<file path="src/rtl/reaction_timer.sv">
// Reaction timer: arms with the light sequence, times lights-out to key press in ms ticks.
// Optional best-time register and o_best port enabled by defining REACTION_BEST_EN.
module reaction_timer #(
  parameter int unsigned MS_W        = 10,
  parameter int unsigned TIMEOUT_MS  = 999,
  parameter int unsigned SYNC_STAGES = 2
) (
  input  logic            i_clk,
  input  logic            i_srst_n,
  input  logic            i_tick,
  input  logic            i_armed,
  input  logic            i_go,
  input  logic            i_key_n,
  output logic            o_busy,
  output logic            o_valid,
  output logic [MS_W-1:0] o_reactionMs,
  output logic            o_falseStart,
  output logic            o_timeout
`ifdef REACTION_BEST_EN
  ,
  output logic [MS_W-1:0] o_best
`endif
);

  localparam logic [MS_W-1:0] TimeoutVal = MS_W'(TIMEOUT_MS);
  localparam logic [MS_W-1:0] LastVal    = MS_W'(TIMEOUT_MS - 1);
  localparam logic [MS_W-1:0] One        = MS_W'(1);

  typedef enum logic [2:0] {
    StIdle,
    StArmed,
    StTiming,
    StDone,
    StFalse,
    StTout
  } state_e;

  state_e                 state_q, state_d;
  logic [SYNC_STAGES-1:0] sync_q;
  logic                   key_prev_q;
  logic                   armed_q;
  logic [MS_W-1:0]        count_q, count_d;
  logic [MS_W-1:0]        react_q, react_d;
  logic                   valid_q, valid_d;
  logic                   false_q, false_d;
  logic                   tout_q, tout_d;
  logic                   key_s;
  logic                   press;
  logic                   arm_rise;
`ifdef REACTION_BEST_EN
  logic [MS_W-1:0]        best_q, best_d;
`endif

  // Key is active-low: a press is the synchronised key going from 1 to 0.
  assign key_s    = sync_q[SYNC_STAGES-1];
  assign press    = key_prev_q & ~key_s;
  assign arm_rise = i_armed & ~armed_q;

  always_ff @(posedge i_clk) begin
    if (!i_srst_n) begin
      state_q    <= StIdle;
      sync_q     <= '1;
      key_prev_q <= 1'b1;
      armed_q    <= 1'b0;
      count_q    <= '0;
      react_q    <= '0;
      valid_q    <= 1'b0;
      false_q    <= 1'b0;
      tout_q     <= 1'b0;
`ifdef REACTION_BEST_EN
      best_q     <= '1;
`endif
    end else begin
      state_q    <= state_d;
      sync_q     <= {sync_q[SYNC_STAGES-2:0], i_key_n};
      key_prev_q <= key_s;
      armed_q    <= i_armed;
      count_q    <= count_d;
      react_q    <= react_d;
      valid_q    <= valid_d;
      false_q    <= false_d;
      tout_q     <= tout_d;
`ifdef REACTION_BEST_EN
      best_q     <= best_d;
`endif
    end
  end

  always_comb begin
    state_d = state_q;
    count_d = count_q;
    react_d = react_q;
    valid_d = 1'b0;
    false_d = false_q;
    tout_d  = tout_q;
`ifdef REACTION_BEST_EN
    best_d  = best_q;
`endif
    unique case (state_q)
      StIdle: begin
        if (i_armed) state_d = StArmed;
      end
      StArmed: begin
        // A press wins over a coincident lights-out pulse.
        if (press) begin
          state_d = StFalse;
          false_d = 1'b1;
        end else if (i_go) begin
          state_d = StTiming;
          count_d = '0;
        end else if (!i_armed) begin
          state_d = StIdle;
        end
      end
      StTiming: begin
        if (press) begin
          state_d = StDone;
          react_d = count_q;
          valid_d = 1'b1;
`ifdef REACTION_BEST_EN
          if (count_q < best_q) best_d = count_q;
`endif
        end else if (i_tick) begin
          if (count_q == LastVal) begin
            state_d = StTout;
            count_d = TimeoutVal;
            react_d = TimeoutVal;
            tout_d  = 1'b1;
          end else begin
            count_d = count_q + One;
          end
        end
      end
      StDone, StFalse, StTout: begin
        if (arm_rise) begin
          state_d = StArmed;
          false_d = 1'b0;
          tout_d  = 1'b0;
        end
      end
      default: state_d = StIdle;
    endcase
  end

  assign o_busy       = (state_q == StArmed) || (state_q == StTiming);
  assign o_valid      = valid_q;
  assign o_reactionMs = react_q;
  assign o_falseStart = false_q;
  assign o_timeout    = tout_q;
`ifdef REACTION_BEST_EN
  assign o_best       = best_q;
`endif

endmodule

</file>
<file path="config.mk">
export PLATFORM = sky130hd
export DESIGN_NAME = reaction_timer
export DESIGN_NICKNAME = d
export VERILOG_FILES = /design/src/rtl/reaction_timer.sv
export SDC_FILE = /design/constraint.sdc
export NUM_CORES = 1
export LEC_CHECK = 0
export CAP_MARGIN = 0
export CORE_UTILIZATION = 45
export CTS_BUF_LIST = sky130_fd_sc_hd__clkbuf_2 sky130_fd_sc_hd__clkbuf_4 sky130_fd_sc_hd__clkbuf_8
export DETAILED_ROUTE_END_ITERATION = 10
export HOLD_SLACK_MARGIN = 0.05
export PLACE_DENSITY = 0.78
export SLEW_MARGIN = 20
export SYNTH_ARGS = -nofsm -noshare
export SYNTH_HDL_FRONTEND = slang
export SYNTH_SLANG_ARGS = --single-unit
</file>
<file path="constraint.sdc">
create_clock -name i_clk -period 1.76 [get_ports i_clk]
set_input_delay 0.176 -clock i_clk [delete_from_list [all_inputs] [get_ports i_clk]]
set_output_delay 0.176 -clock i_clk [all_outputs]
set_load 0.05 [all_outputs]
</file>
# Word-level counts from Yosys, hierarchy flattened
# Index checks and enable logic that the tools add are counted.
# totals
in_bits	6
register_bits	30
# classes
n_reduce_logical	14
addsub	1
muxes	26
eq_ne	17
bitwise	4
# ops
operator	n
two-way mux 10 bit	8
two-way mux 3 bit	8
one-hot mux 10 bit (2 select lines)	1
inequality test 2 bit (second input constant)	8
AND reduction 5 bit	3
one-hot mux 3 bit (4 select lines)	1
adder 10 x 1 -> 10 bit (second input constant)	1
== test 10 bit (second input constant)	1
nonzero test 2 bit	5
== test 3 x 2 -> 1 bit (second input constant)	2
== test 3 bit (second input constant)	2
two-way mux 1 bit	6
inequality test 3 bit (second input constant)	2
AND reduction 3 bit	2
inequality test 4 bit (second input constant)	1
one-hot mux 1 bit (2 select lines)	2
== test 3 x 1 -> 1 bit (second input constant)	1
zero test 3 bit	1
OR reduction 3 bit	1
AND 1 bit	2
inverter 1 bit	2
AND reduction 2 bit	1
logical OR 1 bit	1

# Longest topological paths before layout
# Gate-level depths: netlist (run 1).
# depth
ltp_word	5
ltp_mapped	7

# Worst setup path after synthesis (run 1)
# OpenSTA, ideal clock, no wires.
# synth_path
kind	register to register
from	reg state_q[0]
to	reg count_q[4]
setup_time_ns	0.076
t_arrival_ns	1.672
path_stages_with_launch	8
path_slack_ns	0.012
required_time_ns	1.684
path_cell_list	dfxtp_1 > buf_6 > and2b_4 > nand2_2 > a211o_1 > buf_6 > or4_1 > a31oi_1
# synth_between
elab_chain_len	3
elab_cells_between_ends	9
cone_classes	6 x eq/ne; 1 x mux; 2 x reduce/logical
# synth_lines
item	line_no	text
start: declaration	38	state_e state_q, state_d;
start signal: assignment	61	state_q <= StIdle;
start signal: assignment	74	state_q <= state_d;
== test 3 x 2 -> 1 bit / == test 3 x 1 -> 1 bit (equally long branches)	99	unique case (state_q)
inequality test 2 bit (no line) / nonzero test 2 bit (equally long branches)	n/a	
AND reduction 5 bit (no line)	n/a	
end signal: assignment	78	count_q <= count_d;
end: declaration	42	logic [MS_W-1:0] count_q, count_d;
# Parallel ways exist; a longest one is shown, timed or not.
# A chain may end at the register's enable or synchronous reset.

# Worst setup path in the final report (run 1)
# layout_path
from	reg state_q[1]
to	reg count_q[4]
# Same word-level chain as after synthesis.

==> results.py, run 1 <==
metrics = {
    "floorplan": {
        "die_w_microns": 58.8,
        "fp.coreArea_sq_um": 3050,
        "die_y_microns": 58.8,
        "start_util_pct": 47.5,
        "die_area_sq_um": 3450,
        "pin_count": 20,
        "rows": 20,
    },
    "global_routing": {
        "grt_overflow": 0,
        "grt_pass1_vias": 1331,
        "antenna_found_initial": 0,
        "grt_use_total_pct": 23.3,
        "grt_max_degree": 17,
        "grt_pass1_wl_microns": 5920,
    },
    "cts": {
        "cts_tree": "built",
        "clk_pin_slew_ns": 0.10,
        "clock_path_buffers": 2,
        "cts_setup_buffers": 0,
        "numCtsBuffers": 5,
        "clk_latency_ns": 0.34,
        "clock-sinks": 30,
        "ctsHtreeMaxLevel": 2,
        "root_buffer": "clkbuf_4",
    },
    "timing": {
        "final-max-slew-violation-count": 0,
        "slew_headroom_pct": 64.4,
        "clock.fmax_mhz": 560,
        "setup_slack_ns": -0.0247,
        "rsz0062_at_grt": "true",
        "finalCriticalPeriod_ns": 1.78,
        "period_share_pct": 101,
        "worst_slew_pin_slew_ns": 0.534,
        "hold_viol_final": 0,
        "setup_tns_ns": -0.0247,
        "setup_viol": 1,
        "worst_clock_skew_ns": 0.0105,
    },
    "finish": {
        "final_util_pct": 62.5,
        "diodes": 0,
        "design_area_sq_um": 1910,
        "areaGrowthSynthToFinish_pct": 31.7,
        "multi_input_area_sq_um": 815,
        "nFillCells": 286,
        "final_cell_mix": "dfxtp_1, buf_4, nand2_1",
        "final_common_cell": "dfxtp_1",
        "fin_cells": 252,
        "drive_above_1_share_pct": 27.9,
        "nets": 215,
        "seq_area_sq_um": 604,
    },
    "worst_setup_path": {
        "critPathKind": "flop to flop",
        "critPathMaxFanout": 6,
        "cp_cell_sequence": "and2b_4, nand2_2, a211o_1, or4_4, a31oi_4",
        "crit_family": "simple AND/OR/NAND/NOR gates",
        "worst_ep_required_time_ns": 2.03,
        "end_kind": "flop",
        "critPathSlowestCell": "or4_4",
        "worst-path-buf-inv": 0,
        "r2r_slack_ns": -0.02,
        "start_kind": "flop",
        "cp.arrival_ns": 2.06,
        "critPathMaxStageDelay_ns": 0.56,
    },
    "synth": {
        "seq_area_frac_synth_pct": 41.4,
        "synth_edf_count": 0,
        "synth_area_sq_um": 1450,
        "syn_nets": 177,
        "synth_warnings": 0,
        "ys_types": 44,
        "synth_seq_cells": 30,
        "synth_flop_cell": "dfxtp_1",
        "syn_avg_cell_area_sq_um": 8.58,
        "synthArstFlopShare_pct": 0,
        "syn_inst": 169,
    },
    "detailed_routing": {
        "wirelength_microns": 3690,
        "antenna_left": 0,
        "vias": 1452,
        "drc": 0,
        "wl_per_cell_microns": 14.7,
        "first_pass_iters": 4,
        "viasPerCell": 5.76,
        "drt_iter0_markers": 60,
    },
    "power": {
        "power.density_nw_per_um2": 992,
        "power.leakage_uw": 0.000704,
        "ir_drop_uv": 485,
    },
    "worst_hold_path": {
        "hp-class": "primary input to flop",
    },
    "place": {
        "port_buffers": 19,
        "dpl-instance-area_sq_um": 1810,
        "dpl.hpwl_microns": 2640,
        "placedCellCount": 244,
        "gp_congestion": 0.933,
        "post-place-ws_ns": -0.125,
    },
    "run_status": {
        "outcome": "complete, but fails checks",
        "violations": "setup timing",
    },
    "flow_run": {
        "cap_violations": 0,
    },
}
## where the power goes
group          internal (uW)  switching, uW
clock network            192            258
logic                    337            357
registers                716           34.3
total                   1240            650
## flip-flops by register name (all words and copies together), names as in the netlist
register / flops
armed_q: 1
count_q: 10
key_prev_q: 1
o_falseStart: 1
o_reactionMs: 10
o_timeout: 1
o_valid: 1
state_q: 3
sync_q: 2
## worst paths after layout
check | cells after the start | startpoint | end
worst max-delay path | 5 | state_q[1]$_SDFFE_PN0P_ | count_q[4]$_SDFFE_PN0P_
worst min-delay path | 2 | i_key_n | sync_q[0]$_SDFF_PN1_
worst max register to register | 5 | state_q[1]$_SDFFE_PN0P_ | count_q[4]$_SDFFE_PN0P_
worst min register to register | 1 | sync_q[0]$_SDFF_PN1_ | sync_q[1]$_SDFF_PN1_
## timing repair
item                       in CTS  in global routing
pin swaps                       0                  1
setup endpoints to repair       1                  8
cloned                          0                  0
resized for setup               2                  8
hold buffers                    0                  0
## Yosys cell counts (all sizes together) (4+ instances only)
cell type,instances,area (sq um)
a21oi,13,68.8
clkbuf,6,22.5
nand2,23,91.3
nand3,11,55.1
dfxtp,30,601
nor2,10,37.5
nand2b,9,56.3
o21ai,9,45.0
o221a,8,90.1
nor2b,4,32.5
o22ai,4,25.0
## logic make-up (layout without fill, tap and decap cells)
group	after synthesis	count (layout)	synth area share (%)
buffers and inverters	12	51	4.23
and+or+nand+nor	77	77	29.2
DFF	30	30	41.4
AOI/OAI and AO/OA	48	48	23.5
adders and majority gates	2	2	1.73
## layer usage
layer | GRT usage, % | vias to the layer above | routed length [microns]
li1 | - | 691 | -
met3 | 6.59 | 13 | 252
met4 | 12.9 | 0 | 95
met1 | 28.3 | 690 | 1600
met2 | 36.9 | 58 | 1740
met5 | 0 | - | 0
## cell type report
class	instances	area share [%]
multi-input cells	127	42.7
flip-flops and latches	30	31.7
repair buffers	40	18.9
well taps	44	2.88
clock buffers	6	2.69
clock inverters	2	0.655
inverters	3	0.590
## metrics by stage
step                      hold WS, ns  total power, uW
after floorplan                 0.277             1170
after CTS                       0.386             1890
after detailed placement        0.399             1440
after global placement          0.395             1420
final                           0.388             1890
after global routing            0.400             1990
No activity file was read; power rests on OpenSTA's default activity.
==> inputs of run 2 (changes only) <==
--- a/config.mk
+++ b/config.mk
@@ -6,11 +6,13 @@
 export NUM_CORES = 1
 export LEC_CHECK = 0
 export CAP_MARGIN = 0
-export CORE_UTILIZATION = 45
+export CELL_PAD_IN_SITES_DETAIL_PLACEMENT = 0
+export CELL_PAD_IN_SITES_GLOBAL_PLACEMENT = 1
+export CORE_UTILIZATION = 38
 export CTS_BUF_LIST = sky130_fd_sc_hd__clkbuf_2 sky130_fd_sc_hd__clkbuf_4 sky130_fd_sc_hd__clkbuf_8
 export DETAILED_ROUTE_END_ITERATION = 10
 export HOLD_SLACK_MARGIN = 0.05
-export PLACE_DENSITY = 0.78
+export PLACE_DENSITY = 0.85
 export SLEW_MARGIN = 20
 export SYNTH_ARGS = -nofsm -noshare
 export SYNTH_HDL_FRONTEND = slang
==> run 2 against run 1 <==
  * The flow now finishes without violations
  * Worst hold slack improved by 0.042 ns
  * Total power rose by 4.1%
  * Sequential power barely moved
  * Global-route usage fell by 4.3 points
  * Routed wire length fell by 6.1%
  * Non-clock buffer count rose by 2
  * Clock power rose by 19%
  * Setup slack improved by 0.068 ns
  * Fmax rose by 3.9%
  * Clock-buffer cell count rose by 1
  * First-iteration DRC count rose by 43%
  * Critical path type unchanged
  * Highest routed layer unchanged
==> results.py, run 2 (same netlist as run 1, synthesis figures left out) <==
metrics = {
    "worst_setup_path": {
        "startpoint": "state_q[1]$_SDFFE_PN0P_",
        "reg2reg_depth": 5,
        "end_kind": "flop",
        "critPathKind": "flop to flop",
        "path_depth": 5,
        "crit_family": "simple AND/OR/NAND/NOR gates",
        "cp_cell_sequence": "and2b_4, nand2_2, a211o_4, or4_4, a31oi_1",
        "worst-path-buf-inv": 0,
        "cp.arrival_ns": 1.91,
        "start_kind": "flop",
        "worst_ep_required_time_ns": 1.96,
        "r2r-start": "state_q[1]$_SDFFE_PN0P_",
        "critPathMaxFanout": 5,
        "critPathMaxStageDelay_ns": 0.50,
        "critPathSlowestCell": "or4_4",
    },
    "place": {
        "gp_congestion": 0.894,
        "dpl.hpwl_microns": 2460,
        "post-place-ws_ns": -0.0984,
        "port_buffers": 19,
        "placedCellCount": 248,
    },
    "floorplan": {
        "die_y_microns": 63.8,
        "fp.coreArea_sq_um": 3660,
        "rows": 22,
        "pin_count": 20,
        "die_area_sq_um": 4070,
        "die_w_microns": 63.8,
        "start_util_pct": 39.6,
    },
    "cts": {
        "cts_tree": "built",
        "numCtsBuffers": 5,
        "clock-sinks": 30,
        "cts_hold_buf": 0,
        "ctsHtreeMaxLevel": 2,
        "root_buffer": "clkbuf_8",
        "clk_pin_slew_ns": 0.06,
        "clock_path_buffers": 2,
        "clk_latency_ns": 0.28,
    },
    "timing": {
        "setup_slack_ns": 0.0428,
        "worst_hold_slack_ns": 0.430,
        "clock.fmax_mhz": 582,
        "rsz0062_at_grt": "true",
        "period_share_pct": 97.6,
        "worst_clock_skew_ns": 0.00361,
        "hold_viol_final": 0,
        "worst_slew_pin_slew_ns": 0.565,
        "finalCriticalPeriod_ns": 1.72,
        "final-max-slew-violation-count": 0,
        "slew_headroom_pct": 62.3,
        "setup_viol": 0,
    },
    "finish": {
        "nets": 217,
        "drive_above_1_share_pct": 28.2,
        "diodes": 0,
        "final_cell_mix": "dfxtp_1, buf_4, nand2_1",
        "fin_cells": 257,
        "final_common_cell": "dfxtp_1",
        "final_util_pct": 53.3,
        "areaGrowthSynthToFinish_pct": 34.7,
    },
    "global_routing": {
        "grtUsageMet3_pct": 5.89,
        "grt_overflow": 0,
        "use_met1_pct": 24.0,
        "grt-busiest-layer": "met2",
        "antenna_found_initial": 0,
        "grt_pass1_wl_microns": 5980,
        "grt_pass1_vias": 1330,
        "grt_use_total_pct": 18.9,
        "grt_max_degree": 20,
        "met2_usage_pct": 30.2,
    },
    "run_status": {
        "outcome": "finished, final reports clean",
    },
    "detailed_routing": {
        "drt_iter0_markers": 86,
        "wl_per_cell_microns": 13.5,
        "drc": 0,
        "antenna_left": 0,
        "first_pass_iters": 4,
        "viasPerCell": 5.40,
        "wirelength_microns": 3470,
        "vias": 1389,
    },
    "power": {
        "power.leakage_uw": 0.000702,
        "power.density_nw_per_um2": 1010,
        "ir_drop_uv": 467,
        "power_uw": 1970,
    },
    "worst_hold_path": {
        "hp-class": "flop to flop",
        "hold_path_depth": 1,
        "hp-start": "sync_q[0]$_SDFF_PN1_",
    },
    "flow_run": {
        "cap_violations": 0,
    },
}
-- run 2: layout make-up --
| type | instances | area (sq um) |
|---|---|---|
| fill | 331 | 1710 |
| multi-input combinational | 127 | 821 |
| sequential | 30 | 604 |
| timing repair buffer | 42 | 373 |
| clock buffer | 7 | 83.8 |
| tap | 48 | 60.1 |
| inverter | 3 | 11.3 |
-- run 2: power by group --
group          leakage [uW]  switching (uW)  internal (uW)
sequential         0.000244            32.9            717
combinational      0.000413             348            340
clock             0.0000452             232            302
total              0.000702             612           1360
-- run 2: worst paths after layout --
check | end | slack (ns)
setup / recovery | count_q[3]$_SDFFE_PN0P_ | 0.04
hold / removal | sync_q[1]$_SDFF_PN1_ | 0.43
setup reg to reg | count_q[3]$_SDFFE_PN0P_ | 0.04
hold reg to reg | sync_q[1]$_SDFF_PN1_ | 0.43
-- run 2: what timing repair did --
item / in CTS / in global routing
pin swaps: 0 / 3
endpoints found under the hold margin: 0 / 0
setup buffers: 0 / 2
endpoints found under the setup margin: 2 / 3
resized for setup: 1 / 8
-- run 2: routing by layer --
layer,wire [microns],vias up
met5,0,-
met4,42,0
met3,104,6
met2,1630,20
met1,1700,670
li1,-,693
-- run 2: stage by stage --
step	cell area [sq um]	setup TNS (ns)
4_1_cts	1900	0
5_1_grt	1950	-0.00870
3_5_place_dp	1820	-0.218
3_3_place_gp	1820	-0.124
2_1_floorplan	1450	0
6_report	1950	0
